### config.mk
export PLATFORM = sky130hd
export DESIGN_NAME = serial_adder
export DESIGN_NICKNAME = d
export VERILOG_FILES = /design/src/rtl/serial_adder.sv
export SDC_FILE = /design/constraint.sdc
export NUM_CORES = 1
export LEC_CHECK = 0
export CAP_MARGIN = 30
export CELL_PAD_IN_SITES_DETAIL_PLACEMENT = 1
export CELL_PAD_IN_SITES_GLOBAL_PLACEMENT = 1
export CORE_MARGIN = 4
export CORE_UTILIZATION = 36
export DETAILED_ROUTE_END_ITERATION = 12
export PLACE_DENSITY = 0.82
export SETUP_SLACK_MARGIN = 0.05
export SLEW_MARGIN = 10
export SYNTH_ARGS = -nofsm -noshare
export SYNTH_HDL_FRONTEND = slang
export SYNTH_SLANG_ARGS = --single-unit
export TNS_END_PERCENT = 5
### constraint.sdc
create_clock -name clk -period 1.5 [get_ports clk]
set_input_delay 0.3 -clock clk [delete_from_list [all_inputs] [get_ports clk]]
set_output_delay 0.3 -clock clk [all_outputs]
set_load 0.01 [all_outputs]
### src/rtl/serial_adder.sv
// Bit-serial adder: one full_adder slice processes operands LSB first, one bit per clock.
// Optional signed overflow output is enabled by defining SERIAL_ADDER_OVERFLOW_EN.

module full_adder (
    input  logic a_i,
    input  logic b_i,
    input  logic c_i,
    output logic s_o,
    output logic c_o
);
    assign s_o = a_i ^ b_i ^ c_i;
    assign c_o = (a_i & b_i) | (c_i & (a_i ^ b_i));
endmodule

module serial_adder #(
    parameter int WIDTH = 8
) (
    input  logic             clk,
    input  logic             rst,
    input  logic             inStart,
    input  logic [WIDTH-1:0] inA,
    input  logic [WIDTH-1:0] inB,
    input  logic             inCarry,
    output logic             outBusy,
    output logic             outDone,
    output logic [WIDTH-1:0] outSum,
`ifdef SERIAL_ADDER_OVERFLOW_EN
    output logic             outOverflow,
`endif
    output logic             outCarry
);
    localparam int CW = (WIDTH > 1) ? $clog2(WIDTH) : 1;

    localparam logic [1:0] IDLE = 2'd0;
    localparam logic [1:0] RUN  = 2'd1;
    localparam logic [1:0] DONE = 2'd2;

    logic [1:0]       state_q, state_d;
    logic [CW-1:0]    count_q, count_d;
    logic [WIDTH-1:0] aShift_q, aShift_d;
    logic [WIDTH-1:0] bShift_q, bShift_d;
    logic [WIDTH-1:0] sum_q, sum_d;
    logic             carry_q, carry_d;
    logic             sliceSum, sliceCarry;

    full_adder u_slice (
        .a_i (aShift_q[0]),
        .b_i (bShift_q[0]),
        .c_i (carry_q),
        .s_o (sliceSum),
        .c_o (sliceCarry)
    );

`ifdef SERIAL_ADDER_OVERFLOW_EN
    logic msbCarry_q, msbCarry_d;
`endif

    // Sum bits enter at the MSB end so the result is aligned after WIDTH shifts.
    always_comb begin
        state_d  = state_q;
        count_d  = count_q;
        aShift_d = aShift_q;
        bShift_d = bShift_q;
        sum_d    = sum_q;
        carry_d  = carry_q;
`ifdef SERIAL_ADDER_OVERFLOW_EN
        msbCarry_d = msbCarry_q;
`endif
        case (state_q)
            RUN: begin
                aShift_d = aShift_q >> 1;
                bShift_d = bShift_q >> 1;
                sum_d    = {sliceSum, sum_q[WIDTH-1:1]};
                carry_d  = sliceCarry;
                count_d  = count_q + CW'(1);
                if (count_q == CW'(WIDTH - 1)) begin
                    state_d = DONE;
                    count_d = '0;
`ifdef SERIAL_ADDER_OVERFLOW_EN
                    msbCarry_d = carry_q;
`endif
                end
            end
            default: begin
                if (inStart) begin
                    aShift_d = inA;
                    bShift_d = inB;
                    carry_d  = inCarry;
                    count_d  = '0;
                    state_d  = RUN;
                end else begin
                    state_d = IDLE;
                end
            end
        endcase
    end

    always_ff @(posedge clk) begin
        if (rst) begin
            state_q  <= IDLE;
            count_q  <= '0;
            aShift_q <= '0;
            bShift_q <= '0;
            sum_q    <= '0;
            carry_q  <= 1'b0;
`ifdef SERIAL_ADDER_OVERFLOW_EN
            msbCarry_q <= 1'b0;
`endif
        end else begin
            state_q  <= state_d;
            count_q  <= count_d;
            aShift_q <= aShift_d;
            bShift_q <= bShift_d;
            sum_q    <= sum_d;
            carry_q  <= carry_d;
`ifdef SERIAL_ADDER_OVERFLOW_EN
            msbCarry_q <= msbCarry_d;
`endif
        end
    end

    // After the last RUN edge the carry flop holds the carry out of the MSB.
    assign outBusy  = (state_q == RUN);
    assign outDone  = (state_q == DONE);
    assign outSum   = sum_q;
    assign outCarry = carry_q;
`ifdef SERIAL_ADDER_OVERFLOW_EN
    assign outOverflow = msbCarry_q ^ carry_q;
`endif
endmodule

==> impl_table.tex <==
\begin{tabular}{lr}
\hline
Metric & Value \\
\hline
\multicolumn{2}{l}{\textbf{Critical path}} \\
\quad Chain of cells forming the critical path & and2b\_1 -> clkdlybuf4s15\_1 \\
\quad Element type at the critical path end & output port \\
\quad Slack of the worst reg-to-reg path & $\sim$0.21 ns \\
\quad Crit-path max FO & 2 \\
\quad Crit-path max cell delay & 0.36 ns \\
\quad Category of the critical setup timing path & flop to output port \\
\quad CP required & between 1 and 1.5 ns \\
\quad Startpoint kind of the worst setup timing path & flop \\
\quad Signal arrival time at the worst endpoint & 1.07 ns \\
\quad Crit-path slowest cell & sky130\_fd\_sc\_hd\_\_dfxtp\_2 \\
\multicolumn{2}{l}{\textbf{STA}} \\
\quad Final critical delay including setup and external delays & 1.373 ns \\
\quad Setup clock skew after layout & just under 0.009 ns \\
\quad Endpoints failing setup & 0 \\
\quad Setup repair after global routing missed its margin & true \\
\quad Worst Max-Slew Pin Slew & 0.4110 ns \\
\quad Worst max-slew margin expressed relative to the limit & between 70 and 80\% \\
\quad Total count of max-transition violations in the final report & 0 \\
\quad Smallest hold slack & around 0.46 ns \\
\quad Final number of hold-violating endpoints & 0 \\
\quad Achievable frequency & between 0.7 and 0.8 GHz \\
\quad Post-route setup TNS & 0 ns \\
\quad Period Utilization, post-route & about nine tenths \\
\quad Slack of the critical path & 0.1268 ns \\
\multicolumn{2}{l}{\textbf{Clocking}} \\
\quad Hold bufs inserted after CTS & 0 \\
\quad Clock buffer count from CTS & 5 \\
\quad Htree depth & 2 \\
\quad Number of buffers added for setup after CTS & 0 \\
\quad Post-CTS clock slew at the launch and capture registers of the worst setup and hold paths & about 0.09 ns \\
\quad Total of cells resized after clock tree synthesis & 12 \\
\quad Sinks on the clock net & 30 \\
\quad Clock tree root buffer cell & sky130\_fd\_sc\_hd\_\_clkbuf\_4 \\
\quad Worst-case clock buffer depth & 2 \\
\quad CTS tree & done \\
\quad Latest clock arrival within the worst-skew pair & 0.32 ns \\
\multicolumn{2}{l}{\textbf{Final layout}} \\
\quad Area growth syn-to-layout & 30.41\% \\
\quad End-of-flow core utilization & between 40\% and 50\% \\
\quad Number of nets in the finished design & 185 \\
\quad Fraction of final layout cells with drive strength greater than 1 & under 10\% \\
\quad Number of fill cells in the layout & between 400 and 500 \\
\quad Footprint of the multi-input gates & between 500 and 600 µm² \\
\quad Total area of sequential cells & approximately 600 µm² \\
\quad N\_diodes & 0 \\
\multicolumn{2}{l}{\textbf{Pwr}} \\
\quad Power density over cell area & roughly 960 nW/µm² \\
\quad Leakage power figure & 0.7019 nW \\
\quad Sequential power share & 54.6\% \\
\quad Power consumption & about 1.6 mW \\
\quad Part of the power in combinational logic & 14.7\% \\
\quad IR drop worst, VDD & between 0.4 and 0.5 mV \\
\quad Sw Share & between 20\% and 30\% \\
\quad Reported net switching power & slightly above 400 µW \\
\quad Clock share of power & 30.7\% \\
\quad Int Pwr & about 1.2 mW \\
\multicolumn{2}{l}{\textbf{Place}} \\
\quad Post-placement setup slack & about 0.026 ns \\
\quad Half-perimeter wire length of the detailed placement result & $\sim$2 mm \\
\quad Gpl congestion & 0.7339 \\
\quad Port Buf Inserts & 30 \\
\multicolumn{2}{l}{\textbf{Outcome}} \\
\quad Status & finished, final reports clean \\
\multicolumn{2}{l}{\textbf{Die}} \\
\quad DIE HEIGHT & between 60 and 70 µm \\
\quad Number of cell rows & 21 \\
\quad Die area & 4546 µm² \\
\quad Count of boundary I/O pins & 31 \\
\quad Effective utilization at floorplan & 37.80\% \\
\quad Width of the chip & about 67 µm \\
\quad Core area & 3363 µm² \\
\multicolumn{2}{l}{\textbf{Global route}} \\
\quad Pin count of the biggest net entering global routing & between 40 and 50 \\
\quad Number of antenna violations at the first check in global routing & 0 \\
\quad Overflow left after global routing & 0 \\
\quad Overall global routing resource usage & 14.72\% \\
\quad Vias in the first global route & between 1000 and 1500 \\
\quad Wire length of the first global-routing pass & approximately 4.9 mm \\
\multicolumn{2}{l}{\textbf{Yosys}} \\
\quad Post-synthesis cell area & 1271 µm² \\
\quad Number of nets produced by synthesis & roughly 160 \\
\quad Share of the yosys chip area belonging to registers & a little under half \\
\quad Synth warn & 0 \\
\quad Count of different cell masters after synthesis & 19 \\
\quad Synthesized instance count & between 100 and 150 \\
\quad Register bit count reported by yosys & 30 \\
\quad Mean instance size in the synthesized netlist & around 9.6 µm² \\
\multicolumn{2}{l}{\textbf{Drt}} \\
\quad Routed wire length & between 2 and 3 mm \\
\quad Detailed-route DRC error count & 0 \\
\quad Via count & between 1000 and 1500 \\
\quad Number of vias per cell after detailed routing & 5.038 \\
\quad Average routed wire per standard cell & between 10 and 15 µm \\
\quad Remaining antenna violation count & 0 \\
\quad Number of detailed-routing iterations run before antenna repair & 2 \\
\quad Number of design-rule violations left by the first detailed-router iteration & between 50 and 60 \\
\multicolumn{2}{l}{\textbf{Job}} \\
\quad Number of violations of the max-capacitance limit & 0 \\
\multicolumn{2}{l}{\textbf{Hold path}} \\
\quad HP Class & flop to flop \\
\hline
\end{tabular}
## layer usage
metal / track usage, % / wire (µm)
met1: 16.58 / 1161
met3: 5.824 / 132
met2: 25.03 / 1508
met5: 0 / 0
met4: 5.316 / 37
## power groups by stage
stage	Sequential, mW	Clock (mW)	Combinational (mW)
2_1_floorplan	0.886	0	0.146
3_3_place_gp	0.888	0	0.232
3_5_place_dp	0.891	0	0.243
4_1_cts	0.874	0.513	0.239
5_1_grt	0.882	0.555	0.260
6_report	0.873	0.491	0.235
## final timing paths
check              from         end  depth (start not counted)
max          state_q[0]     outDone                          2
min           outSum[0]   outSum[0]                          2
max reg2reg  count_q[0]  count_q[0]                          4
min reg2reg   outSum[0]   outSum[0]                          2
## flip-flops by register name, summed over array words and instances (netlist names)
register / cells
aShift_q: 8
bShift_q: 8
count_q: 3
outCarry: 1
outSum: 8
state_q: 2
## through the flow
step / area, µm² / cells
floorplan: 1271 / 132
global placement: 1607 / 201
detailed placement: 1607 / 201
CTS: 1654 / 209
global route: 1658 / 209
finish: 1658 / 209
## logic make-up (layout without fill, tap and decap cells)
kind of cell / Yosys count / count (layout) / synth area share (%)
buffers and inverters: 12 / 43 / 6.397
flip-flops: 30 / 30 / 47.24
AO/OA/AOI/OAI: 27 / 27 / 13.78
multiplexers: 17 / 17 / 13.39
adder cells (fa/ha/maj): 3 / 3 / 3.543
AND/OR/NAND/NOR: 43 / 43 / 15.65
## worst max-delay path, delay by kind of cell, from the launching register on
kind	cells	cell delay (ns)
buffers and inverters	1	0.22
and+or+nand+nor	1	0.18
DFF	1	0.36
## cells in the final DEF (no fill, tap or decap)
cell / count
sky130_fd_sc_hd__dfxtp_1: 28
sky130_fd_sc_hd__clkdlybuf4s50_1: 19
sky130_fd_sc_hd__mux2i_1: 17
sky130_fd_sc_hd__nand2_1: 17
sky130_fd_sc_hd__nor2_1: 16
sky130_fd_sc_hd__a211oi_1: 16
sky130_fd_sc_hd__a21oi_1: 11
sky130_fd_sc_hd__dlygate4sd2_1: 9
sky130_fd_sc_hd__clkbuf_4: 5
sky130_fd_sc_hd__nand3b_1: 4
sky130_fd_sc_hd__nor3_1: 2
sky130_fd_sc_hd__ha_1: 2
sky130_fd_sc_hd__clkdlybuf4s15_1: 2
sky130_fd_sc_hd__buf_4: 2
sky130_fd_sc_hd__buf_12: 2
sky130_fd_sc_hd__dfxtp_2: 2
sky130_fd_sc_hd__nand2b_4: 1
sky130_fd_sc_hd__inv_2: 1
sky130_fd_sc_hd__and2b_1: 1
sky130_fd_sc_hd__or3_1: 1
sky130_fd_sc_hd__nor3b_1: 1
sky130_fd_sc_hd__fa_1: 1
sky130_fd_sc_hd__clkbuf_8: 1
sky130_fd_sc_hd__clkinv_2: 1
sky130_fd_sc_hd__clkbuf_1: 1
## cell usage after synthesis, drive strengths merged
cell | n | area (µm²)
dfxtp | 30 | 600.6
mux2i | 17 | 170.2
nand2 | 17 | 63.81
a211oi | 16 | 120.1
nor2 | 16 | 60.06
a21oi | 11 | 55.05
buf | 8 | 66.31
nand3b | 4 | 30.03
clkbuf | 3 | 11.26
ha | 2 | 25.02
nor3 | 2 | 10.01
and2b | 1 | 7.510
fa | 1 | 20.02
inv | 1 | 3.750
nand2b | 1 | 13.76
nor3b | 1 | 7.510
or3 | 1 | 6.260
## area by class of cell
| type | count | area share [%] |
|---|---|---|
| clock buffer | 7 | 3.321 |
| multi-input combinational | 90 | 35.55 |
| timing repair buffer | 34 | 20.75 |
| tap | 46 | 3.472 |
| clock inverter | 1 | 0.3019 |
| inverter | 1 | 0.2264 |
| sequential | 30 | 36.38 |
Note: power is estimated with default switching activity, not from simulation.
